## src/rtl/vga_frame_reader.sv

```systemverilog
// Frame-buffer reader for a VGA pipeline: maps screen col/row to an upscaled image address,
// looks up greyscale pixels and emits RGB444 with hsync/vsync delayed to match (2 pixel periods).
module vga_frame_reader #(
  parameter int unsigned c_img_cols   = 160,
  parameter int unsigned c_img_rows   = 120,
  parameter int unsigned c_scale_log2 = 1,
  parameter int unsigned c_img_col0   = 0,
  parameter int unsigned c_img_row0   = 0,
  parameter logic [11:0] c_bg_color   = 12'h000,
  parameter logic        c_synch_act  = 1'b0
) (
  input  logic        clk,
  input  logic        rst,
  input  logic        new_pxl,
  input  logic        visible_in,
  input  logic        hsync_in,
  input  logic        vsync_in,
  input  logic [9:0]  col,
  input  logic [9:0]  row,
  output logic [14:0] mem_addr,
  input  logic [7:0]  mem_data,
  output logic        hsync,
  output logic        vsync,
  output logic [3:0]  red,
  output logic [3:0]  green,
  output logic [3:0]  blue,
  output logic        img_done
);

  localparam int unsigned c_col_end  = c_img_col0 + (c_img_cols << c_scale_log2);
  localparam int unsigned c_row_end  = c_img_row0 + (c_img_rows << c_scale_log2);
  localparam logic [9:0]  c_last_col = 10'(c_col_end - 1);
  localparam logic [9:0]  c_last_row = 10'(c_row_end - 1);

  logic        in_img, is_last;
  logic [9:0]  col_off, row_off;
  logic [14:0] addr_next;

  // Stage-1 copies of the sync generator flags.
  logic in_img_q, visible_q, hsync_q, vsync_q;

  // Only the top nibble of the grey level is displayed.
  logic unused_lsbs;
  assign unused_lsbs = ^mem_data[3:0];

  always_comb begin
    in_img  = visible_in
              && (32'(col) >= c_img_col0) && (32'(col) < c_col_end)
              && (32'(row) >= c_img_row0) && (32'(row) < c_row_end);
    is_last = in_img && (col == c_last_col) && (row == c_last_row);
    col_off   = '0;
    row_off   = '0;
    addr_next = mem_addr;
    // Offsets are only formed inside the image so they can never wrap into the address.
    if (in_img) begin
      col_off   = col - 10'(c_img_col0);
      row_off   = row - 10'(c_img_row0);
      addr_next = 15'(32'(row_off >> c_scale_log2) * c_img_cols
                      + 32'(col_off >> c_scale_log2));
    end
  end

  // NOTE: all state uses non-blocking assignments so both stages read pre-edge values.
  always_ff @(posedge clk) begin
    if (!rst) begin
      in_img_q  <= 1'b0;
      visible_q <= 1'b0;
      hsync_q   <= ~c_synch_act;
      vsync_q   <= ~c_synch_act;
      mem_addr  <= '0;
      red       <= '0;
      green     <= '0;
      blue      <= '0;
      hsync     <= ~c_synch_act;
      vsync     <= ~c_synch_act;
    end else if (new_pxl) begin
      in_img_q  <= in_img;
      visible_q <= visible_in;
      hsync_q   <= hsync_in;
      vsync_q   <= vsync_in;
      mem_addr  <= addr_next;
      if (in_img_q) begin
        {red, green, blue} <= {3{mem_data[7:4]}};
      end else if (visible_q) begin
        {red, green, blue} <= c_bg_color;
      end else begin
        {red, green, blue} <= '0;
      end
      hsync <= hsync_q;
      vsync <= vsync_q;
    end
  end

  // Self-clearing: high only for the clk after the last image pixel is captured.
  always_ff @(posedge clk) begin
    if (!rst) begin
      img_done <= 1'b0;
    end else begin
      img_done <= new_pxl && is_last;
    end
  end

endmodule

```

## config.mk

```make
export PLATFORM = sky130hd
export DESIGN_NAME = vga_frame_reader
export DESIGN_NICKNAME = d
export VERILOG_FILES = /design/src/rtl/vga_frame_reader.sv
export SDC_FILE = /design/constraint.sdc
export NUM_CORES = 1
export LEC_CHECK = 0
export CAP_MARGIN = 10
export CORE_MARGIN = 2
export CORE_UTILIZATION = 40
export DETAILED_ROUTE_END_ITERATION = 12
export MAX_ROUTING_LAYER = met4
export PLACE_DENSITY = 0.77
export SETUP_SLACK_MARGIN = 0.2
export SYNTH_ARGS = -nofsm -noshare
export SYNTH_HDL_FRONTEND = slang
export SYNTH_SLANG_ARGS = --single-unit
export TNS_END_PERCENT = 50
```

## constraint.sdc

```tcl
create_clock -name clk -period 2.17 [get_ports clk]
set_input_delay 0.217 -clock clk [delete_from_list [all_inputs] [get_ports clk]]
set_output_delay 0.217 -clock clk [all_outputs]
set_load 0.05 [all_outputs]
```

==> flow_summary.yaml <==
critical_path:
  critPathCaptureType: "register"
  crit_slowest_cell: "or4b_4"
  path_buf_inv: 1
  worst_r2r_startpoint: "in_img_q"
  r2r-end: "green[2]"
  path_class: "input port to register"
  path_cells: "dlygate4sd2_1 > ha_4 > ha_4 > or3b_2 > o21ai_0 > or4b_4 > xor2_1 > a211oi_2"
  path_delay_family: "simple AND/OR/NAND/NOR gates"
  r2r_slack_ps: 1420
  path_common_cell: "ha_4"
  critical_path.startpoint: "row[9]"
  cp_num_cells: 8
  endpoint: "mem_addr[13]"
  critPathLaunchType: "input port"
  cp_max_fo: 4
  cp.required_ps: 2350
  slowest_delay_ps: 540
  reg2regPathDepth: 2
  crit_arrival_ps: 2140
cts:
  tritoncts: "built"
  cts_root_buf: "clkbuf_8"
  htreeDepth: 1
  cts.clk_slew.worst_paths_ps: 80
  cts.sinks: 25
  clk_latency_ps: 260
  clockBufferDepth: 2
  cts_buffers: 3
floorplanning:
  core_um2: 3970
  die_area_um2: 4660
  die_x_um: 68.2
  io_pins: 64
  initial_core_util_pct: 41.6
  rows: 23
  die_h_um: 68.2
sta:
  drv_slew: 0
  fmax_ghz: 0.510
  whs_ps: 397
  hold_violations: 0
  setup_violations: 0
  maxSlewHeadroom_pct: 62.8
  rsz0062_at_grt: "yes"
  final.period_utilization_pct: 90.3
  worstMarginPinSlew_ps: 555
  fin_crit_ps: 1960
  fin_worst_skew_ps: 0.344
power_and_ir_drop:
  p_seq_share_pct: 36.9
  clockPowerShare_pct: 21.0
  vdd_drop_max_mv: 0.352
  cellLeakagePower_uw: 0.00105
  switching_share_pct: 30.6
  power_density_nw_per_um2: 466
  comb_power_share_pct: 42.1
  switchingPower_uw: 391
  internal-power_uw: 885
placed_design:
  dp_hpwl_um: 3340
  dpl-instance-area_um2: 2560
  gp_congestion: 0.813
  io_buffers: 59
final_layout:
  final_area_um2: 2740
  fill_cells: 335
  layout.nets: 323
  syn_to_final_growth_pct: 66.0
  mostFrequentLayoutCells: "49 x clkdlybuf4s50_1, 34 x buf_4, 25 x dfxtp_1"
  drive_gt1_share_pct: 30.5
  final_common_cell: "clkdlybuf4s50_1"
  num_antenna_cells: 0
synth:
  yosysWarningCount: 0
  ys_seq_area_share_pct: 30.3
  ys.flop_type: "dfxtp_1"
  synth-edff-count: 0
  ys_ff_latch: 25
  avgSynthCellArea_um2: 8.92
  synth_area_um2: 1650
  synthDistinctLibCells: 44
  synth_nets: 238
  postSynthCellCount: 185
  synthArstFlopShare_pct: 0
routing:
  drt_pass1_iterations: 4
  wl_um: 4180
  vias: 1590
  route.detailed.drc: 0
  postRouteAntennaNets: 0
  routed_via_density: 4.98
  wl_per_cell_um: 13.1
  dr.first_iter.drc_count: 50
hold_path:
  min_from: "col[6]"
  min_path_type: "input port to register"
global_route:
  grt_max_degree: 22
  antenna_found_initial: 0
  grt_use_total_pct: 19.0
  grt_first_pass_wirelength_um: 6520
  overflow: 0
  grt_pass1_vias: 1507
outcome:
  outcome: "finished, final reports clean"
job:
  drv_cap: 0
-- power by group through the flow --
stage / Combinational (uW) / Sequential (uW) / Clock, uW
after global routing: 584 / 472 / 294
after CTS: 511 / 471 / 278
final: 537 / 471 / 268
after floorplan: 267 / 501 / 0
after detailed placement: 485 / 482 / 0
after global placement: 475 / 481 / 0
-- sequential cells by signal (all words and copies together), names as in the netlist --
name and flops:
hsync_q 1, img_done 1, hsync 1, in_img_q 1, mem_addr 15, vsync 1, green 4, vsync_q 1
-- worst min-delay path, cell delays in order --
cell and delay, ps:
dlymetal6s2s_1 110, ha_2 180, mux2i_1 60, nor2_1 70
-- how the worst min path moves through the flow --
stage | depth (start not counted) | slack [ps] | endpoint
after floorplan | 2 | 340 | hsync_q
after global placement | 2 | 450 | hsync
after detailed placement | 2 | 460 | hsync
after CTS | 4 | 450 | img_done
after global routing | 4 | 400 | img_done
final | 4 | 400 | mem_addr[5]
-- synthesized netlist by cell type (3+ instances only) --
cell type / number / area share [%]
nand3_1: 9 / 2.7
xnor2_1: 4 / 2.1
xor2_1: 4 / 2.1
a211oi_1: 4 / 1.8
buf_4: 8 / 3.6
dfxtp_1: 25 / 30
ha_1: 17 / 13
a21oi_1: 9 / 2.7
nand2_1: 17 / 3.9
nor2_1: 20 / 4.5
nor4_1: 3 / 1.1
o21ai_0: 5 / 1.5
mux2i_1: 15 / 9.1
inv_1: 7 / 1.6
-- metal layers --
layer	up-vias	global-route usage, %	wire [um]
met1	727	22.5	1800
met2	47	32.9	2090
li1	813	-	-
met5	-	-	0
met4	0	3.75	27
met3	3	4.61	271
-- repair_timing --
action                                  CTS  global route
pin swaps                                13            17
endpoints found under the setup margin    6             7
hold buffers                              0             0
endpoints found under the hold margin     0             0
gates resized for setup                  31            24
setup buffers                             1             2
-- kinds of logic (layout without fill, tap and decap cells) --
family	after synthesis	after routing	share of synthesized area (%)
AOI/OAI and AO/OA	30	30	12.6
adders and majority gates	19	19	15.3
muxes	15	15	9.10
xor gates and xnor gates	8	8	4.25
DFF	25	25	30.3
buffers and inverters	22	106	8.64
and+or+nand+nor	66	66	19.8
-- stage by stage --
step	TNS, ps	power [uW]	instances	worst slack [ps]	utilization (%)
after floorplan	0	768	185	207	-
after global placement	-2050	956	312	-433	64.5
after detailed placement	-2370	966	312	-475	64.5
after CTS	0	1260	317	186	67.0
after global routing	0	1350	319	135	69.0
final	0	1280	319	210	69.0
-- final cells by class --
type	instances	area [um2]	area share [%]
clock buffer	3	41.3	1.51
tap	50	62.6	2.28
inverter	8	30.0	1.10
timing repair buffer	94	858	31.3
clock inverter	1	5.00	0.183
multi-input combinational	138	1240	45.3
sequential	25	500	18.3
Note: power is estimated with default switching activity, not from simulation.
